<file path="config.mk">
export PLATFORM = sky130hd
export DESIGN_NAME = shift_reg_iterativo
export DESIGN_NICKNAME = d
export VERILOG_FILES = /design/src/rtl/shift_reg_iterativo_pkg.sv /design/src/rtl/shift_reg_iterativo_shift_step.sv /design/src/rtl/shift_reg_iterativo.sv
export SDC_FILE = /design/constraint.sdc
export NUM_CORES = 1
export LEC_CHECK = 0
export CAP_MARGIN = 5
export CELL_PAD_IN_SITES_DETAIL_PLACEMENT = 1
export CELL_PAD_IN_SITES_GLOBAL_PLACEMENT = 2
export CORE_UTILIZATION = 29
export DETAILED_ROUTE_END_ITERATION = 8
export GPL_TIMING_DRIVEN = 0
export PLACE_DENSITY_LB_ADDON = 0.1
export SYNTH_ARGS = -nofsm -noshare
export SYNTH_HDL_FRONTEND = slang
export SYNTH_SLANG_ARGS = --single-unit
</file>
<file path="constraint.sdc">
create_clock -name clk -period 4.15 [get_ports clk]
set_input_delay 0.83 -clock clk [delete_from_list [all_inputs] [get_ports clk]]
set_output_delay 0.83 -clock clk [all_outputs]
set_load 0.05 [all_outputs]
</file>
<file path="src/rtl/shift_reg_iterativo_pkg.sv">
// Shared definitions for the iterative shifter: operation encodings (they
// match the control unit's shift-function field), FSM state encoding and
// the constant shift amount used by the amount-select path.
// Optional feature macro: SHIFTER_ROTATE_EN (enables ROR/ROL execution).
package shift_reg_iterativo_pkg;

  localparam int WIDTH_DEF = 32;
  localparam int SHW_DEF   = 5;

  // Constant amount offered by the amount-select path (lui-style moves).
  localparam logic [4:0] SHIFT_SIXTEEN = 5'd16;

  typedef enum logic [2:0] {
    OP_NOP  = 3'b000,
    OP_LOAD = 3'b001,
    OP_SLL  = 3'b010,
    OP_SRL  = 3'b011,
    OP_SRA  = 3'b100,
    OP_ROR  = 3'b101,
    OP_ROL  = 3'b110,
    OP_RSVD = 3'b111
  } op_e;

  typedef enum logic [1:0] {
    S_IDLE  = 2'd0,
    S_SHIFT = 2'd1,
    S_DONE  = 2'd2
  } state_e;

  // True when the operation consumes the shift amount. Operations that do
  // not shift start with a zero count, so they finish in the minimum time.
  function automatic logic op_uses_count(input op_e op);
    logic uses;
    uses = 1'b0;
    case (op)
      OP_SLL, OP_SRL, OP_SRA: uses = 1'b1;
`ifdef SHIFTER_ROTATE_EN
      OP_ROR, OP_ROL:         uses = 1'b1;
`else
      OP_ROR, OP_ROL:         uses = 1'b0;
`endif
      default:                uses = 1'b0;
    endcase
    return uses;
  endfunction

endpackage

</file>
<file path="src/rtl/shift_reg_iterativo_shift_step.sv">
// Combinational one-bit shifter: computes the value after a single step of
// the requested operation. Non-shifting operations pass the value through.
// Optional feature macro: SHIFTER_ROTATE_EN (rotate steps are only built
// when it is defined; otherwise ROR/ROL pass through like LOAD).
module shift_step
  import shift_reg_iterativo_pkg::*;
#(
  parameter int WIDTH = WIDTH_DEF
) (
  input  op_e              op_i,
  input  logic [WIDTH-1:0] value_i,
  output logic [WIDTH-1:0] value_o
);

  // Select the one-bit step for the current operation.
  always_comb begin
    value_o = value_i;
    case (op_i)
      OP_SLL:  value_o = {value_i[WIDTH-2:0], 1'b0};
      OP_SRL:  value_o = {1'b0, value_i[WIDTH-1:1]};
      OP_SRA:  value_o = {value_i[WIDTH-1], value_i[WIDTH-1:1]};
`ifdef SHIFTER_ROTATE_EN
      OP_ROR:  value_o = {value_i[0], value_i[WIDTH-1:1]};
      OP_ROL:  value_o = {value_i[WIDTH-2:0], value_i[WIDTH-1]};
`endif
      default: value_o = value_i;
    endcase
  end

endmodule

</file>
<file path="src/rtl/shift_reg_iterativo.sv">
// Iterative shift register: accepts an operand, an operation and a shift
// amount, applies one bit of shift per clock and pulses done when the
// result is ready on data_out. Used by the multicycle control unit, which
// waits on done before writing back.
// Optional feature macro: SHIFTER_ROTATE_EN (ROR/ROL execute when defined;
// otherwise they are accepted and behave like LOAD).
//
//   state   | meaning
//   --------+-------------------------------------------------------------
//   S_IDLE  | waiting for start with a non-NOP op; outputs hold last result
//   S_SHIFT | one step per cycle while count != 0, then move to S_DONE
//   S_DONE  | done and busy both high for this single cycle
module shift_reg_iterativo
  import shift_reg_iterativo_pkg::*;
#(
  parameter int WIDTH = WIDTH_DEF,
  parameter int SHW   = SHW_DEF
) (
  input  logic             clk,
  input  logic             reset,
  input  logic             start,
  input  logic [2:0]       op,
  input  logic [SHW-1:0]   n,
  input  logic [WIDTH-1:0] data_in,
  output logic [WIDTH-1:0] data_out,
  output logic             busy,
  output logic             done
);

  state_e           state_q, state_d;
  op_e              op_q, op_d;
  op_e              op_in;
  logic [WIDTH-1:0] data_q, data_d;
  logic [WIDTH-1:0] step_value;
  logic [SHW-1:0]   count_q, count_d;
  logic             busy_q, busy_d;
  logic             done_q, done_d;

  assign op_in = op_e'(op);

  shift_step #(
    .WIDTH (WIDTH)
  ) u_shift_step (
    .op_i    (op_q),
    .value_i (data_q),
    .value_o (step_value)
  );

  // State and datapath registers; reset aborts any operation in flight.
  always_ff @(posedge clk) begin
    if (reset) begin
      state_q <= S_IDLE;
      op_q    <= OP_NOP;
      data_q  <= '0;
      count_q <= '0;
      busy_q  <= 1'b0;
      done_q  <= 1'b0;
    end else begin
      state_q <= state_d;
      op_q    <= op_d;
      data_q  <= data_d;
      count_q <= count_d;
      busy_q  <= busy_d;
      done_q  <= done_d;
    end
  end

  // Next-state and datapath update; start is only looked at in S_IDLE.
  always_comb begin
    state_d = state_q;
    op_d    = op_q;
    data_d  = data_q;
    count_d = count_q;
    busy_d  = busy_q;
    done_d  = done_q;
    case (state_q)
      S_IDLE: begin
        if (start && (op_in != OP_NOP)) begin
          data_d  = data_in;
          op_d    = op_in;
          count_d = op_uses_count(op_in) ? n : '0;
          busy_d  = 1'b1;
          state_d = S_SHIFT;
        end
      end
      S_SHIFT: begin
        if (count_q != '0) begin
          data_d  = step_value;
          count_d = count_q - 1'b1;
        end else begin
          done_d  = 1'b1;
          state_d = S_DONE;
        end
      end
      S_DONE: begin
        done_d  = 1'b0;
        busy_d  = 1'b0;
        state_d = S_IDLE;
      end
      default: begin
        done_d  = 1'b0;
        busy_d  = 1'b0;
        count_d = '0;
        state_d = S_IDLE;
      end
    endcase
  end

  assign data_out = data_q;
  assign busy     = busy_q;
  assign done     = done_q;

endmodule

</file>
==> results.md <==
* CP Capture Point: data_out[15]$_SDFFE_PP0P_
* Post-CTS Hold Buffers at 0
* RD Place Congestion at around 0.79
* Post-synthesis mux area share at 0.133
* Clock Path Buffers at 2
* Worst skew pair latency at ~0.3 ns
* Period utilisation layout at 0.624
* Max-Cap Viols at 0
* Syn. warnings at 0
* Compound-Gate Fraction of Synth Area at 0.215
* Area growth syn-to-layout at 41.5%
* Die area at approximately 8400 sq um
* Mapped Cells at about 250
* Area share of and/or/nand/nor cells after synthesis at 0.209
* Startpoint types: primary input
* Crit Reg-Reg Startpoint: count_q[0]$_SDFFE_PP0P_
* Detailed Place HPWL at 5.29 mm
* Row Count at 32
* Hold/Removal Path Class: register to register
* Mapped Nets at between 200 and 300
* Cts bufs inserted at 5
* Largest net degree at the start of global routing at 13
* WL/cell at 15.8 microns
* Power Total at between 1 and 1.5 mW
* Layout cells sized above 1 at 0.0534
* Port bufs at 76
* Sequential element share of the synthesized area at 0.378
* CTS tree: done
* Most common cell after layout, fill and taps aside: clkdlybuf4s50_1
* Crit path arrival time at 2.83 ns
* R2R Setup Slk at 1.85 ns
* Skew final at a little under 0.005 ns
* Placed Area at 3220 sq um
* FILL cells at approximately 900
* Slew Viols, Final at 0
* Final setup fails at 0
* Largest family of logic cells by synthesized area: compound AO/OA/AOI/OAI gates
* Post-synthesis instance area at roughly 2300 sq um
* Ant. Diodes at 0
* CP max FO at 10
* Slew HR at 0.525
* Final core utilization at 0.426
* First-pass GRT wire length at 11.4 mm
* Worst setup EP type: register
* Post-CTS setup repair buffer count at 0
* Most frequent cells in the layout: clkdlybuf4s50_1, dfxtp_1, nor2_1
* Vert. Die Dim at roughly 92 microns
* Synthesis-stage register bit count at 44
* Worst Tran Pin Value at 0.712 ns
* Root Driver: clkbuf_8
* # IOs at 77
* DRC viols at 0
* Final #Nets at 381
* Iter 0 DRT Violations at 75
* Drt total wl at 6.95 mm
* GRT Overall Usage at 0.172
* Final hold violation count at 0
* Via count of the routed design at 2186
* Netlist cell types at 33
* Vias in the first global route at about 2300
* XOR/XNOR Fraction of Synth Area at 0.00752
* R2R depth at 7
* Pre-antenna DRT Iters at 4
* Asr flop ratio synth at 0
* Core area at 7730 sq um
* Max Freq at about 0.39 GHz
* Via density at ~5
* Synth Flop Type: dfxtp_1
* Crit Path Category: primary input to register
* CTS resizes at 0
* Post-Synth Adder-Cell Area at 0.00537
* Initial Utilization at 0.301
* Status: completed
* Worst IR Drop VDD at 142 uV
* Worst setup path startpoint: op[2]
* RR Endpoint: data_out[15]$_SDFFE_PP0P_
* CP Data Required Time at roughly 4.4 ns
* Post-route cell area at 3290 sq um
* RSZ-0062 raised after global routing: false
* Reg clk slew, reported paths at ~0.080 ns
* Syn avg cell area at 9.17 sq um
* Placed Cells at 432
* Congestion Overflow GR at 0
* Antenna-violating nets left at 0
* Number of flops mapped to enable cells by yosys at 0
* P per Cell Area at 425 nW/um^2
* LEAKAGE at around 1.4 nW
* Num Clock Sinks at 44
* # H-tree levels at 2
* Setup TNS Final at 0 ns
* Final Non-Filler Cells at roughly 440
* Final min period at 2.59 ns
* Die W at 91.6 microns
* Initial antenna violation count at 0
==> flip-flops by register name, indices dropped and copies added (netlist names) <==
| signal | count |
|---|---|
| state_q | 2 |
| done | 1 |
| op_q | 3 |
| busy | 1 |
| data_out | 32 |
| count_q | 5 |
==> stage by stage <==
step	hold WS (ns)	setup WS (ns)
2_1_floorplan	0.445	1.91
3_3_place_gp	0.443	1.27
3_5_place_dp	0.450	1.22
4_1_cts	0.462	1.54
5_1_grt	0.509	1.47
6_report	0.456	1.56
==> report_power, final <==
part,switching (mW),internal (mW),total [mW]
combinational,0.368,0.243,0.610
sequential,0.0483,0.481,0.530
clock,0.146,0.115,0.261
==> critical path, stage by stage <==
cell             delay [ns]
clkdlybuf4s50_1        0.47
or3_1                  0.44
a32o_1                 0.29
a21oi_1                0.33
buf_2                  0.31
a32o_1                 0.16
==> synthesized netlist by cell type, types with 3 or more instances <==
cell type | instances | area (sq um)
nor2b_1 | 4 | 25.0
mux2i_1 | 31 | 310
nor3b_1 | 3 | 22.5
a21oi_1 | 9 | 45.0
dfxtp_1 | 44 | 881
nor2_1 | 36 | 135
nand3_1 | 4 | 20.0
buf_6 | 3 | 33.8
a32o_1 | 31 | 310
buf_2 | 6 | 30.0
nand2b_1 | 31 | 194
inv_1 | 5 | 18.8
a22o_1 | 5 | 43.8
clkbuf_1 | 10 | 37.5
nand2_1 | 8 | 30.0
==> layout make-up <==
class	instances	area (sq um)	area share
tap	102	128	0.0387
timing repair buffer	76	761	0.231
clock buffer	6	72.6	0.0220
inverter	5	18.8	0.00570
sequential	44	881	0.267
multi-input combinational	186	1330	0.403
buffer	19	101	0.0308
clock inverter	1	5.00	0.00152
==> logic make-up (layout without fill, tap and decap cells) <==
group                    Yosys count  after routing
adder cells (fa/ha/maj)            1              1
XOR/XNOR                           2              2
buffers and inverters             24            107
AO/OA/AOI/OAI                     58             58
multiplexers                      31             31
AND/OR/NAND/NOR                   94             94
flip-flops                        44             44
==> per-layer routing <==
layer  track usage  wire, microns  share of wire  vias to the layer above
met2         0.264           2960           0.43                       55
met3        0.0251            294          0.042                        7
met5             0              0              0                        -
met1         0.245           3600           0.52                     1023
li1              -              -              -                     1101
met4        0.0595             87          0.013                        0
==> worst min-delay path by stage <==
stage                              start              endpoint  slack (ns)  depth (start not counted)
floorplan           op_q[1]$_SDFFE_PP0P_  op_q[1]$_SDFFE_PP0P_        0.44                          2
global placement       busy$_SDFFE_PP0P_     busy$_SDFFE_PP0P_        0.44                          2
detailed placement     done$_SDFFE_PP0P_     done$_SDFFE_PP0P_        0.45                          2
global route           done$_SDFFE_PP0P_     done$_SDFFE_PP0P_        0.51                          2
CTS                    done$_SDFFE_PP0P_     done$_SDFFE_PP0P_        0.46                          2
finish                 done$_SDFFE_PP0P_     done$_SDFFE_PP0P_        0.46                          2
(Power assumes the default switching activity.)
